**config.mk**
```make
export PLATFORM = sky130hd
export DESIGN_NAME = rf_write_arbiter_flat
export DESIGN_NICKNAME = d
export VERILOG_FILES = /design/src/rtl/rf_arb_pkg.sv /design/src/rtl/rf_write_arbiter_if.sv /design/src/rtl/rf_arb_fifo.sv /design/src/rtl/rf_write_arbiter.sv /design/src/flat_wrapper.sv
export SDC_FILE = /design/constraint.sdc
export NUM_CORES = 1
export LEC_CHECK = 0
export CORE_MARGIN = 8
export CORE_UTILIZATION = 50
export DETAILED_ROUTE_END_ITERATION = 16
export PLACE_DENSITY = 0.86
export SYNTH_ARGS = -nofsm -noshare
export SYNTH_HDL_FRONTEND = slang
export SYNTH_SLANG_ARGS = --single-unit
```
**constraint.sdc**
```tcl
create_clock -name clk -period 7.6 [get_ports clk]
set_input_delay 1.52 -clock clk [delete_from_list [all_inputs] [get_ports clk]]
set_output_delay 1.52 -clock clk [all_outputs]
set_load 0.05 [all_outputs]
```
**src/rtl/rf_arb_pkg.sv**
```systemverilog
// Shared types and constants for the register-file write arbiter.
//   DEF_DATA_W / DEF_ADDR_W : default data and register-address widths
//   JAL_REG                 : link register written by jump-and-link
//   md_entry_t              : one buffered multiply/divide result
//   arb_state_t             : starvation-control state
package rf_arb_pkg;

  localparam int DEF_DATA_W = 32;
  localparam int DEF_ADDR_W = 5;

  localparam logic [DEF_ADDR_W-1:0] JAL_REG = 5'd31;

  // live=0 marks an entry that must be popped without writing
  // (destination r0, or overwritten by a younger WB write).
  typedef struct packed {
    logic                  live;
    logic [DEF_ADDR_W-1:0] dst;
    logic [DEF_DATA_W-1:0] data;
  } md_entry_t;

  typedef enum logic [1:0] {
    IDLE     = 2'd0,
    BUFFERED = 2'd1,
    STARVED  = 2'd2
  } arb_state_t;

endpackage

```
**src/rtl/rf_write_arbiter_if.sv**
```systemverilog
// Bundle of the arbiter's request, handshake and register-file signals.
//   master : pipeline side (drives WB/MD requests and decode sources)
//   slave  : arbiter side (drives md_ready, hazards, stall and RF write port)
interface rf_write_arbiter_if
  import rf_arb_pkg::*;
#(
  parameter int DATA_W = DEF_DATA_W,
  parameter int ADDR_W = DEF_ADDR_W
);

  logic              wb_valid;
  logic              wb_jal;
  logic [ADDR_W-1:0] wb_dst;
  logic [DATA_W-1:0] wb_data;
  logic              md_valid;
  logic              md_ready;
  logic [ADDR_W-1:0] md_dst;
  logic [DATA_W-1:0] md_data;
  logic [ADDR_W-1:0] id_rs;
  logic [ADDR_W-1:0] id_rt;
  logic              raw_hazard;
  logic              stall_req;
  logic              rf_we;
  logic [ADDR_W-1:0] rf_waddr;
  logic [DATA_W-1:0] rf_wdata;

  modport master (
    output wb_valid, wb_jal, wb_dst, wb_data,
    output md_valid, md_dst, md_data,
    output id_rs, id_rt,
    input  md_ready, raw_hazard, stall_req,
    input  rf_we, rf_waddr, rf_wdata
  );

  modport slave (
    input  wb_valid, wb_jal, wb_dst, wb_data,
    input  md_valid, md_dst, md_data,
    input  id_rs, id_rt,
    output md_ready, raw_hazard, stall_req,
    output rf_we, rf_waddr, rf_wdata
  );

endinterface

```
**src/rtl/rf_arb_fifo.sv**
```systemverilog
// In-order buffer for multiply/divide results awaiting the write port.
//   clk, rst_n          : clock, synchronous active-low reset
//   push, push_entry    : append an entry at the tail
//   pop                 : drop the head entry
//   kill_en, kill_addr  : clear the live bit of every entry whose dst matches
//   head, count         : head entry and occupancy
//   live_view, dst_view : per-slot live bits and destinations for hazard compare
module rf_arb_fifo
  import rf_arb_pkg::*;
#(
  parameter int DEPTH = 2
) (
  input  logic                                clk,
  input  logic                                rst_n,
  input  logic                                push,
  input  md_entry_t                           push_entry,
  input  logic                                pop,
  input  logic                                kill_en,
  input  logic [DEF_ADDR_W-1:0]               kill_addr,
  output md_entry_t                           head,
  output logic [$clog2(DEPTH):0]              count,
  output logic [DEPTH-1:0]                    live_view,
  output logic [DEPTH-1:0][DEF_ADDR_W-1:0]    dst_view
);

  localparam int PTR_W = $clog2(DEPTH);
  localparam int CNT_W = PTR_W + 1;

  md_entry_t        mem [DEPTH];
  logic [PTR_W-1:0] rd_ptr;
  logic [PTR_W-1:0] wr_ptr;

  // Popped slots have their live bit cleared so that live_view only ever
  // reports occupied slots. Order below: kill, then pop clear, then push.
  always_ff @(posedge clk) begin
    if (!rst_n) begin
      rd_ptr <= '0;
      wr_ptr <= '0;
      count  <= '0;
      for (int i = 0; i < DEPTH; i++) mem[i] <= '0;
    end else begin
      for (int i = 0; i < DEPTH; i++) begin
        if (kill_en && (mem[i].dst == kill_addr)) mem[i].live <= 1'b0;
      end
      if (pop) begin
        mem[rd_ptr].live <= 1'b0;
        rd_ptr           <= rd_ptr + PTR_W'(1);
      end
      if (push) begin
        mem[wr_ptr] <= push_entry;
        wr_ptr      <= wr_ptr + PTR_W'(1);
      end
      count <= count + CNT_W'(push) - CNT_W'(pop);
    end
  end

  assign head = mem[rd_ptr];

  always_comb begin
    live_view = '0;
    dst_view  = '0;
    for (int i = 0; i < DEPTH; i++) begin
      live_view[i] = mem[i].live;
      dst_view[i]  = mem[i].dst;
    end
  end

endmodule

```
**src/rtl/rf_write_arbiter.sv**
```systemverilog
// Arbitrates the register file's single write port between the WB stage
// (always first) and buffered multiply/divide results, with WAW kill,
// RAW hazard detection for decode and a starvation stall request.
//   clk, rst_n : clock, synchronous active-low reset
//   bus        : slave side of rf_write_arbiter_if (requests, hazards, RF port)
//
// state    | meaning
// IDLE     | MD buffer empty
// BUFFERED | buffer holds entries, head age counting
// STARVED  | live head waited too long; stall_req asserted until it pops
module rf_write_arbiter
  import rf_arb_pkg::*;
#(
  parameter int DATA_W       = DEF_DATA_W,
  parameter int ADDR_W       = DEF_ADDR_W,
  parameter int DEPTH        = 2,
  parameter int STARVE_LIMIT = 4
) (
  input  logic              clk,
  input  logic              rst_n,
  rf_write_arbiter_if.slave bus
);

  localparam int CNT_W = $clog2(DEPTH) + 1;
  localparam int AGE_W = $clog2(STARVE_LIMIT) + 1;

  arb_state_t                   state, state_next;
  logic [AGE_W-1:0]             age, age_next;
  logic [CNT_W-1:0]             count, count_next;
  md_entry_t                    head, push_entry;
  logic [DEPTH-1:0]             live_view;
  logic [DEPTH-1:0][ADDR_W-1:0] dst_view;

  logic [ADDR_W-1:0] wb_dst_eff;
  logic              wb_req, md_ready, md_acc, buf_nonempty;
  logic              sel_head, bypass, pop, push;
  logic              rf_we_q;
  logic [ADDR_W-1:0] rf_waddr_q;
  logic [DATA_W-1:0] rf_wdata_q;

  assign wb_dst_eff   = bus.wb_jal ? JAL_REG : bus.wb_dst;
  assign wb_req       = bus.wb_valid && (wb_dst_eff != '0);
  assign md_ready     = rst_n && (count < CNT_W'(DEPTH));
  assign md_acc       = bus.md_valid && md_ready;
  assign buf_nonempty = (count != '0);
  assign sel_head     = !wb_req && buf_nonempty && head.live;
  assign bypass       = !wb_req && !buf_nonempty && md_acc;
  // A dead head leaves even while WB owns the port.
  assign pop          = buf_nonempty && (!head.live || !wb_req);
  assign push         = md_acc && !bypass;

  // An entry born under a same-cycle WB write to the same register is
  // already stale, as is anything targeting r0.
  always_comb begin
    push_entry      = '0;
    push_entry.live = (bus.md_dst != '0) && !(wb_req && (bus.md_dst == wb_dst_eff));
    push_entry.dst  = bus.md_dst;
    push_entry.data = bus.md_data;
  end

  rf_arb_fifo #(.DEPTH(DEPTH)) u_fifo (
    .clk        (clk),
    .rst_n      (rst_n),
    .push       (push),
    .push_entry (push_entry),
    .pop        (pop),
    .kill_en    (wb_req),
    .kill_addr  (wb_dst_eff),
    .head       (head),
    .count      (count),
    .live_view  (live_view),
    .dst_view   (dst_view)
  );

  always_ff @(posedge clk) begin
    if (!rst_n) begin
      rf_we_q    <= 1'b0;
      rf_waddr_q <= '0;
      rf_wdata_q <= '0;
    end else if (wb_req) begin
      rf_we_q    <= 1'b1;
      rf_waddr_q <= wb_dst_eff;
      rf_wdata_q <= bus.wb_data;
    end else if (sel_head) begin
      rf_we_q    <= 1'b1;
      rf_waddr_q <= head.dst;
      rf_wdata_q <= head.data;
    end else if (bypass && (bus.md_dst != '0)) begin
      rf_we_q    <= 1'b1;
      rf_waddr_q <= bus.md_dst;
      rf_wdata_q <= bus.md_data;
    end else begin
      rf_we_q    <= 1'b0;
    end
  end

  // State register
  always_ff @(posedge clk) begin
    if (!rst_n) begin
      state <= IDLE;
      age   <= '0;
    end else begin
      state <= state_next;
      age   <= age_next;
    end
  end

  // Next state. In BUFFERED a non-popping cycle always means a live head
  // is waiting, because dead heads pop unconditionally.
  always_comb begin
    count_next = count + CNT_W'(push) - CNT_W'(pop);
    state_next = state;
    age_next   = age;
    unique case (state)
      IDLE: begin
        if (push) state_next = BUFFERED;
      end
      BUFFERED: begin
        if (count_next == '0) begin
          state_next = IDLE;
          age_next   = '0;
        end else if (pop) begin
          age_next   = '0;
        end else if (age == AGE_W'(STARVE_LIMIT - 1)) begin
          state_next = STARVED;
        end else begin
          age_next   = age + AGE_W'(1);
        end
      end
      STARVED: begin
        if (pop) begin
          state_next = (count_next != '0) ? BUFFERED : IDLE;
          age_next   = '0;
        end
      end
      default: begin
        state_next = IDLE;
        age_next   = '0;
      end
    endcase
  end

  // Outputs
  always_comb begin
    logic rs_hit, rt_hit;
    rs_hit = 1'b0;
    rt_hit = 1'b0;
    for (int i = 0; i < DEPTH; i++) begin
      if (live_view[i] && (dst_view[i] == bus.id_rs)) rs_hit = 1'b1;
      if (live_view[i] && (dst_view[i] == bus.id_rt)) rt_hit = 1'b1;
    end
    if (rf_we_q && (rf_waddr_q == bus.id_rs)) rs_hit = 1'b1;
    if (rf_we_q && (rf_waddr_q == bus.id_rt)) rt_hit = 1'b1;
    bus.raw_hazard = ((bus.id_rs != '0) && rs_hit) || ((bus.id_rt != '0) && rt_hit);
    bus.stall_req  = (state == STARVED);
    bus.md_ready   = md_ready;
    bus.rf_we      = rf_we_q;
    bus.rf_waddr   = rf_waddr_q;
    bus.rf_wdata   = rf_wdata_q;
  end

endmodule
```
**src/flat_wrapper.sv**
```systemverilog
// flat-port wrapper written by rule: the top's interface ports become plain ports
module rf_write_arbiter_flat import rf_arb_pkg::*;
#(
  parameter int DATA_W       = DEF_DATA_W,
  parameter int ADDR_W       = DEF_ADDR_W,
  parameter int DEPTH        = 2,
  parameter int STARVE_LIMIT = 4
)
  (clk, rst_n, bus_wb_valid, bus_wb_jal, bus_wb_dst, bus_wb_data, bus_md_valid, bus_md_dst, bus_md_data, bus_id_rs, bus_id_rt, bus_md_ready, bus_raw_hazard, bus_stall_req, bus_rf_we, bus_rf_waddr, bus_rf_wdata);
  rf_write_arbiter_if #(.DATA_W(DATA_W), .ADDR_W(ADDR_W)) bus_i ();
  input  logic clk;
  input  logic rst_n;
  input wire logic [$bits(bus_i.wb_valid)-1:0] bus_wb_valid;
  input wire logic [$bits(bus_i.wb_jal)-1:0] bus_wb_jal;
  input wire logic [$bits(bus_i.wb_dst)-1:0] bus_wb_dst;
  input wire logic [$bits(bus_i.wb_data)-1:0] bus_wb_data;
  input wire logic [$bits(bus_i.md_valid)-1:0] bus_md_valid;
  input wire logic [$bits(bus_i.md_dst)-1:0] bus_md_dst;
  input wire logic [$bits(bus_i.md_data)-1:0] bus_md_data;
  input wire logic [$bits(bus_i.id_rs)-1:0] bus_id_rs;
  input wire logic [$bits(bus_i.id_rt)-1:0] bus_id_rt;
  output wire logic [$bits(bus_i.md_ready)-1:0] bus_md_ready;
  output wire logic [$bits(bus_i.raw_hazard)-1:0] bus_raw_hazard;
  output wire logic [$bits(bus_i.stall_req)-1:0] bus_stall_req;
  output wire logic [$bits(bus_i.rf_we)-1:0] bus_rf_we;
  output wire logic [$bits(bus_i.rf_waddr)-1:0] bus_rf_waddr;
  output wire logic [$bits(bus_i.rf_wdata)-1:0] bus_rf_wdata;
  assign bus_i.wb_valid = bus_wb_valid;
  assign bus_i.wb_jal = bus_wb_jal;
  assign bus_i.wb_dst = bus_wb_dst;
  assign bus_i.wb_data = bus_wb_data;
  assign bus_i.md_valid = bus_md_valid;
  assign bus_i.md_dst = bus_md_dst;
  assign bus_i.md_data = bus_md_data;
  assign bus_i.id_rs = bus_id_rs;
  assign bus_i.id_rt = bus_id_rt;
  assign bus_md_ready = bus_i.md_ready;
  assign bus_raw_hazard = bus_i.raw_hazard;
  assign bus_stall_req = bus_i.stall_req;
  assign bus_rf_we = bus_i.rf_we;
  assign bus_rf_waddr = bus_i.rf_waddr;
  assign bus_rf_wdata = bus_i.rf_wdata;
  rf_write_arbiter #(.DATA_W(DATA_W), .ADDR_W(ADDR_W), .DEPTH(DEPTH), .STARVE_LIMIT(STARVE_LIMIT)) u_core (.clk(clk), .rst_n(rst_n), .bus(bus_i));
endmodule
```
# --- Word-level counts from Yosys, hierarchy flattened ---
# Memory sizes are Yosys's and may differ from the RTL's. A register that Yosys moved wholly into a read port is not among the register bits.
# Cells that the tools add are included.
op_classes:
  addsub: 5
  n_lt_le_gt_ge: 1
  n_eq_ne: 17
  muxes: 45
  n_bitwise: 3
  n_reduce_logical: 40
op_table:
  columns: ["operator", "count"]
  rows:
  - ["32-bit two-way mux", 3]
  - ["5-bit == test", 9]
  - ["1-bit two-way mux", 27]
  - ["1-bit logical AND", 22]
  - ["5-bit two-way mux", 4]
  - ["5-bit nonzero test", 4]
  - ["3-bit two-way mux", 4]
  - ["2-bit two-way mux", 5]
  - ["3-bit case mux with 3 select lines", 1]
  - ["2-bit case mux with 3 select lines", 1]
  - ["1-bit zero test", 5]
  - ["2-bit zero test", 2]
  - ["2-bit by 1-bit != test with 1-bit output, second input constant", 2]
  - ["4-bit by 2-bit != test with 1-bit output, second input constant", 1]
  - ["4-bit AND reduction", 1]
  - ["2-bit nonzero test", 2]
  - ["3-bit by 1-bit adder with 3-bit output, second input constant", 1]
  - ["3-bit by 2-bit == test with 1-bit output, second input constant", 1]
  - ["3-bit by 1-bit != test with 1-bit output, second input constant", 1]
  - ["3-bit != test, second input constant", 1]
  - ["3-bit AND reduction", 1]
  - ["3-bit nonzero test", 1]
  - ["1-bit adder, second input constant", 2]
  - ["2-bit by 1-bit adder with 2-bit output", 1]
  - ["7 further kinds", 9]
totals:
  regBits: 47
  ram_bits: 76
  input_bits: 89
  out_inout_bits: 41
  word_cells: 120
  memories: 1
memory_table:
  columns: ["memory", "depth", "width", "rd", "rd_clocked_by_memory_dff", "wr", "line", "rtl"]
  rows:
  - ["u_core.u_fifo.mem", 2, 38, 3, 1, 4, "rf_arb_fifo.sv:29", "md_entry_t mem [DEPTH];"]

# --- Depth between registers and ports, before layout ---
logic_depth:
  ltp_word: 14
  mapped_depth: 12
  ltp_nobuf: 11

# --- Modules after synthesis ---
# From an unflattened synthesis, not the netlist that was laid out.
hier_totals:
  cells_unflattened: 625
  area_unflattened_um2: 6666.4
modules_own_cells:
  columns: ["module", "n_inst", "cells_each", "area_per_inst_um2", "seq_area_each_um2"]
  rows:
  - ["rf_arb_fifo", 1, 255, 3792.4, 2382.3]
  - ["rf_write_arbiter", 1, 370, 2874.0, 860.8]

# --- Worst setup path after synthesis ---
# OpenSTA, ideal clock, no wires.
synth_path:
  path_type: "input-to-reg"
  startpoint: "input port rst_n"
  endpoint: "memory u_core.u_fifo.mem[1][37] (netlist bit) (enable)"
  setup_time_ps: 310
  t_arrival_ps: 5026
  t_required_ps: 7290
  path_slack_ps: 2264
  stages: 5
  path_buffers: 0
  cell_sequence: "and2b_1 nand4b_1 o21ai_0 a21oi_1 o21ai_0"
synth_rtl:
  columns: ["item", "line", "rtl"]
  rows:
  - ["from (decl)", "flat_wrapper.sv:12", "input logic rst_n;"]
  - ["to (decl)", "rf_arb_fifo.sv:29", null]

# --- Worst setup path after layout ---
layout_path:
  startpoint: "input port bus_id_rt[0]"
  endpoint: "output port bus_raw_hazard"
layout_between:
  elab_chain_cells: 7
  word_cells_on_any_way: 12
  cone_classes: "3 x eq/ne; 3 x mux; 6 x reduce/logical"
layout_lines:
  columns: ["item", "line", "rtl"]
  rows:
  - ["from (decl)", "flat_wrapper.sv:21", "input wire logic [$bits(bus_i.id_rt)-1:0] bus_id_rt;"]
  - ["5-bit == test", "rf_write_arbiter.sv:150", "if (live_view[i] && (dst_view[i] == bus.id_rt)) rt_hit = 1'b1;"]
  - ["1-bit logical AND", "rf_write_arbiter.sv:150", null]
  - ["1-bit two-way mux (2 in a row)", "rf_write_arbiter.sv:150", null]
  - ["1-bit two-way mux", "rf_write_arbiter.sv:153", "if (rf_we_q && (rf_waddr_q == bus.id_rt)) rt_hit = 1'b1;"]
  - ["1-bit logical AND *", "rf_write_arbiter.sv:154", "bus.raw_hazard = ((bus.id_rs != '0) && rs_hit) || ((bus.id_rt != '0) && rt_hit);"]
  - ["1-bit logical OR *", "rf_write_arbiter.sv:154", null]
  - ["to (decl)", "flat_wrapper.sv:23", "output wire logic [$bits(bus_i.raw_hazard)-1:0] bus_raw_hazard;"]
# Mark *: on every way between the ends. The rest lies on a longest branch, timed or not.

==> run_results.csv <==
group,metric,value,unit
clock_tree,cts_setup_buffers,0,
placement,dpl.hpwl,11.46,mm
global_routing,grtUsageMet1,24.23,%
yosys,synth-seq-cells,124,
pwr,leakagePower,0.003004,uW
sta,fin_setup_tns,0,ps
placement,port_buffers,129,
sta,setup_viol,0,
global_routing,grt_use_total,21.14,%
drt,drc,0,
sta,worstMarginPinSlew,1180,ps
sta,rsz0062_at_grt,"false",
yosys,syn_area_per_cell,10.14,um^2
sta,slew_viol_final,0,
drt,routed_wirelength,17.42,mm
setup_path,start_kind,"input pin",
setup_path,crit_type,"input pin to output port",
clock_tree,cts_hold_buffers,0,
floorplan,die_x,129.6,um
floorplan,fp-row-count,41,
cells_and_area,diodes,0,
cells_and_area,multi_input_area,2993,um^2
drt,vias,5275,
yosys,synthCells,637,
floorplan,die_h,129.6,um
worst_hold_path,min_to,"u_core.age[2]",
pwr,power.total,2410,uW
global_routing,antenna_found_initial,0,
global_routing,use_met2,36.75,%
sta,final_hold_viol_count,0,
clock_tree,clockBufferDepth,2,
clock_tree,clkTransAtPathRegs,60,ps
setup_path,r2r_setup_slack,4290,ps
drt,firstDrtPassIters,5,
worst_hold_path,hp-class,"flip-flop to flip-flop",
yosys,synth_ff_type,"edfxtp_1",
setup_path,r2r_cells,11,
drt,post_drt_wl_per_cell,18.81,um
global_routing,grt_pass1_vias,5546,
floorplan,initial_core_util,51.16,%
sta,min_period_over_period,70.31,%
clock_tree,clock_latency,410,ps
cells_and_area,fin_cells,926,
floorplan,io_pins,130,
setup_path,end_kind,"output port",
yosys,synth-seq-area-share,50.23,%
setup_path,cp_data_required_time,6080,ps
drt,post_drt_via_cell_ratio,5.697,
sta,min_period,5343,ps
drt,drtAntennaViolNets,0,
setup_path,cp_max_fo,4,
placement,gp_congestion,0.8415,
drt,drt_iter0_markers,312,
cells_and_area,finalNetCount,834,
clock_tree,ctsRootBufferMaster,"clkbuf_16",
cells_and_area,drive_gt1_share,7.162,%
cells_and_area,seqCellArea,3244,um^2
yosys,synth_area_leaders,"edfxtp_1, dfxtp_1, and2_1",
setup_path,startpoint,"bus_id_rt[0]",
yosys,synth_top_area_share,35.35,%
sta,fin_hold_ws,466.3,ps
worst_hold_path,min-delay-start,"u_core.age[2]",
global_routing,met3_usage,6.450,%
cells_and_area,nFillCells,1006,
yosys,synth_cell_types,50,
clock_tree,cts_tree,"built",
setup_path,r2r_end,"u_core.age[1]",
sta,slew_headroom,21.06,%
yosys,yosysTopAreaCell,"edfxtp_1",
pwr,powerDensity,288.0,nW/um^2
clock_tree,numCtsBuffers,17,
flow_run,drv_cap,0,
floorplan,core-area,12620,um^2
sta,finClkSkew,9.495,ps
clock_tree,cts_num_sinks,124,
sta,max_freq,187.1,MHz
yosys,ys_async_sr_fraction,0,%
pwr,vdd_ir_drop_max,150.7,uV
yosys,syn_nets,730,
cells_and_area,area_delta_synth_final,29.61,%
worst_hold_path,min_path_cells,2,
floorplan,fp.dieArea,16800,um^2
global_routing,grt_max_degree,76,
yosys,yosysWarningCount,0,
clock_tree,post_cts_resized,0,
cells_and_area,final_common_cell,"clkdlybuf4s50_1",
placement,placed_cells,894,
yosys,syn-cell-area,6456,um^2
yosys,synth_edf_count,76,
global_routing,grt_pass1_wl,27.78,mm
global_routing,busiest_layer,"met2",
setup_path,critPathArrivalTime,3820,ps
global_routing,overflow,0,
clock_tree,cts_max_level,4,
status,outcome,"complete, no violations",
cells_and_area,layout_common_cells,"clkdlybuf4s50_1, nand2_1, and2_1",
metal layers:
metal / vias up / wire (um)
met1: 2545 / 7174
met2: 174 / 8699
li1: 2528 / -
met4: 0 / 270
met5: - / 0
met3: 28 / 1276
power breakdown:
part	internal [uW]	leakage, uW	total [uW]	switching [uW]
Combinational	287	0.00154	766	479
Sequential	815	0.00119	878	62.9
Clock	488	0.000272	765	277
Total	1590	0.00300	2410	820
layout make-up:
class	instances	area share [%]
flip-flops and latches	124	38.77
clock buffers	24	5.517
inverters	6	0.2691
well taps	172	2.572
repair buffers	136	16.00
clock inverters	8	1.106
multi-input cells	456	35.77
worst max path at each step:
stage                                     to  slack [ps]
global placement              bus_raw_hazard        2340
finish                        bus_raw_hazard        2260
floorplan           u_core.u_fifo.mem[1][37]        2260
detailed placement            bus_raw_hazard        2270
global route                  bus_raw_hazard        2120
CTS                           bus_raw_hazard        2260
state kept, by name, indices dropped and copies added (netlist names), named ones only:
register,cells
u_core.bus.rf_we,1
u_core.u_fifo.rd_ptr,1
u_core.state,2
u_core.age,3
u_core.u_fifo.wr_ptr,1
u_core.u_fifo.mem,76
u_core.u_fifo.count,2
u_core.bus.rf_waddr,5
u_core.bus.rf_wdata,32
metrics by stage:
| stage | worst slack, ps | util [%] | cell area, um^2 |
|---|---|---|---|
| detailed placement | 2265 | 61.92 | 7814 |
| global route | 2121 | 66.31 | 8368 |
| floorplan | 2264 | - | 6456 |
| global placement | 2345 | 61.92 | 7814 |
| CTS | 2261 | 66.31 | 8368 |
| finish | 2257 | 66.31 | 8368 |
Yosys cell counts (6+ instances only):
cell type	number
a21oi_1	12
nor2_1	10
o21ai_0	35
a31oi_1	38
nor4_1	6
inv_1	6
nor3_1	10
nand3_1	8
xnor2_1	12
clkbuf_1	28
xor2_1	30
and2_1	79
nand2_1	80
dfxtp_1	48
buf_2	15
edfxtp_1	76
o21ai_1	12
o211ai_1	38
mux2i_1	40
worst max-delay path, stage by stage:
cell and delay [ps]:
clkdlybuf4s50_1 510, xor2_1 190, nor4_1 290, nand3_1 120, and3_1 200, o22ai_1 160
clkdlybuf4s50_1 830
logic make-up after synthesis:
| family | Yosys count | share of synthesized area, % |
|---|---|---|
| DFF | 124 | 50.23 |
| muxes | 43 | 6.725 |
| AOI/OAI and AO/OA | 153 | 15.17 |
| adders and majority gates | 4 | 0.7752 |
| xor gates and xnor gates | 42 | 5.698 |
| buffers and inverters | 57 | 4.070 |
| and+or+nand+nor | 214 | 17.33 |
No activity file was read; power rests on OpenSTA's default activity.
==> RTL change: new RTL, config.mk and constraints unchanged <==
Reset style: asynchronous (`rst_n`), changed in 3 clocked blocks. Comments in the files are not updated.
--- a/src/rtl/rf_arb_fifo.sv
+++ b/src/rtl/rf_arb_fifo.sv
@@ -32,7 +32,7 @@
 
   // Popped slots have their live bit cleared so that live_view only ever
   // reports occupied slots. Order below: kill, then pop clear, then push.
-  always_ff @(posedge clk) begin
+  always_ff @(posedge clk or negedge rst_n) begin
     if (!rst_n) begin
       rd_ptr <= '0;
       wr_ptr <= '0;
--- a/src/rtl/rf_write_arbiter.sv
+++ b/src/rtl/rf_write_arbiter.sv
@@ -72,7 +72,7 @@
     .dst_view   (dst_view)
   );
 
-  always_ff @(posedge clk) begin
+  always_ff @(posedge clk or negedge rst_n) begin
     if (!rst_n) begin
       rf_we_q    <= 1'b0;
       rf_waddr_q <= '0;
@@ -95,7 +95,7 @@
   end
 
   // State register
-  always_ff @(posedge clk) begin
+  always_ff @(posedge clk or negedge rst_n) begin
     if (!rst_n) begin
       state <= IDLE;
       age   <= '0;
Behaviour: differs if rst_n is asserted again (counterexample within 4 cycles, from zero or initial values and one cycle with rst_n low); with rst_n held inactive, the same outputs for 4 cycles.
==> RTL change against the unedited design <==
  * Sequential cell count is 1 lower
  * Design area is 1.2% higher
  * Maximum frequency hardly changed
  * Critical endpoint unchanged
  * Setup slack better by 0.0024 ns
  * Synthesized area is 1.8% higher
  * Highest routed layer unchanged
  * Hold slack better by 0.038 ns
  * Core utilization is 1.3 points lower
  * Routed wire length hardly changed
  * Cell count is 1.5% lower
  * Non-clock buffer count stayed put
  * Global-route usage is 0.057 points higher
Power is not compared: it rests on default switching activity, and its combinational part moved more than twofold at a synthesized area within 25%.
==> RTL change: results (changes against the unedited design) <==
<table>
<tr><th>Metric</th><th>Value</th></tr>
<tr><th colspan="2">Synthesis</th></tr>
<tr><td>Synth Area in Compound Gates</td><td>12.3% (-2.9 points)</td></tr>
<tr><td>Top FF cell, synth</td><td>dfrtp_1</td></tr>
<tr><td>Average instance area after synthesis</td><td>10.6 um2 (+4.5%)</td></tr>
<tr><td>Share of the synthesized netlist area taken by xor and xnor gates</td><td>5.56% (-0.14 points)</td></tr>
<tr><td>Fraction of registers with async set or reset after synthesis</td><td>100% (+100 points)</td></tr>
<tr><td>Post-synth top cells</td><td>123 x dfrtp_1, 77 x mux2_2, 74 x nand2_1</td></tr>
<tr><td>Adder-cell share of the synthesized area</td><td>0.761% (-0.014 points)</td></tr>
<tr><td>Portion of the post-synthesis area used by sequential elements</td><td>46.8% (-3.4 points)</td></tr>
<tr><td>Number of distinct library cells after synthesis</td><td>44 (-12%)</td></tr>
<tr><td>Mapped Nets</td><td>714 (-2.2%)</td></tr>
<tr><th colspan="2">Finish</th></tr>
<tr><td>Flip-flop count of the largest register after layout</td><td>64 (-16%)</td></tr>
<tr><td>Final Net Count</td><td>817 (-2.0%)</td></tr>
<tr><td>Non-Filler Instances</td><td>912 (-1.5%)</td></tr>
<tr><th colspan="2">Place</th></tr>
<tr><td>Pre-CTS setup slack</td><td>2.20 ns (-0.0681 ns)</td></tr>
<tr><td>DP Wirelength</td><td>11700 um (+1.8%)</td></tr>
<tr><td># placed instances</td><td>881 (-1.5%)</td></tr>
<tr><td>Global placement routability congestion</td><td>0.910 (+8.1%)</td></tr>
<tr><th colspan="2">Min path</th></tr>
<tr><td>Cell depth of the worst hold path</td><td>1 (-1)</td></tr>
<tr><th colspan="2">Detailed routing</th></tr>
<tr><td>Violation count after the first detailed-route iteration</td><td>320 (+2.6%)</td></tr>
<tr><th colspan="2">Setup path</th></tr>
<tr><td>Worst reg2reg endpoint</td><td>u_core.age[0]</td></tr>
<tr><th colspan="2">STA</th></tr>
<tr><td>Setup Skew</td><td>0.0165 ns (+0.00701 ns)</td></tr>
<tr><td>Measured slew at the worst slew-check pin</td><td>0.949 ns (-0.231 ns)</td></tr>
<tr><td>Minimum clock period after layout</td><td>5.34 ns (-0.00241 ns)</td></tr>
<tr><th colspan="2">Run status</th></tr>
<tr><td>Run status</td><td>finished, final reports clean</td></tr>
<tr><th colspan="2">GRT</th></tr>
<tr><td>Number of global-route vias before repair</td><td>5598 (+0.94%)</td></tr>
</table>
[RTL change: cell types whose count changed after synthesis, sizes merged, moves of 40 or more]
| cell | change |
|---|---|
| edfxtp | -76 |
| mux2 | +74 |
| and2 | -78 |
| o21ai | -40 |
| dfrtp | +123 |
| dfxtp | -48 |
[RTL change: cells by family (layout without fill, tap and decap cells)]
logic type / Yosys count / in the layout
adder cells (fa/ha/maj): 4 / 4
flip-flops: 123 / 123
AO/OA/AOI/OAI: 115 / 115
buffers and inverters: 58 / 173
XOR/XNOR: 40 / 40
AND/OR/NAND/NOR: 167 / 167
multiplexers: 114 / 114
[RTL change: layer usage]
layer	GRT usage, %	vias to the layer above	part of all wire (%)
met4	7.70	0	1.5
met5	0	-	0
li1	-	2430	-
met1	26.3	2618	43
met2	34.7	200	48
met3	5.80	28	6.7
[RTL change: cell type report]
| cell class | count | area share [%] |
|---|---|---|
| inverter | 6 | 0.266 |
| timing repair buffer | 136 | 15.8 |
| tap | 176 | 2.60 |
| clock inverter | 7 | 1.34 |
| sequential | 123 | 36.4 |
| clock buffer | 24 | 5.69 |
| multi-input combinational | 440 | 37.9 |
[RTL change: worst min path at each step]
stage | start | end | slack (ns)
6_report | u_core.u_fifo.mem[64] | u_core.u_fifo.mem[64] | 0.50
5_1_grt | u_core.u_fifo.mem[64] | u_core.u_fifo.mem[64] | 0.51
4_1_cts | u_core.u_fifo.mem[64] | u_core.u_fifo.mem[64] | 0.50
2_1_floorplan | u_core.age[2] | u_core.age[2] | 0.47
3_5_place_dp | u_core.u_fifo.mem[64] | u_core.u_fifo.mem[64] | 0.49
3_3_place_gp | u_core.age[2] | u_core.age[2] | 0.48
[RTL change: where the power goes]
part,internal [mW],switching (mW)
clock,0.538,0.276
combinational,0.676,0.889
sequential,0.968,0.265
total,2.18,1.43
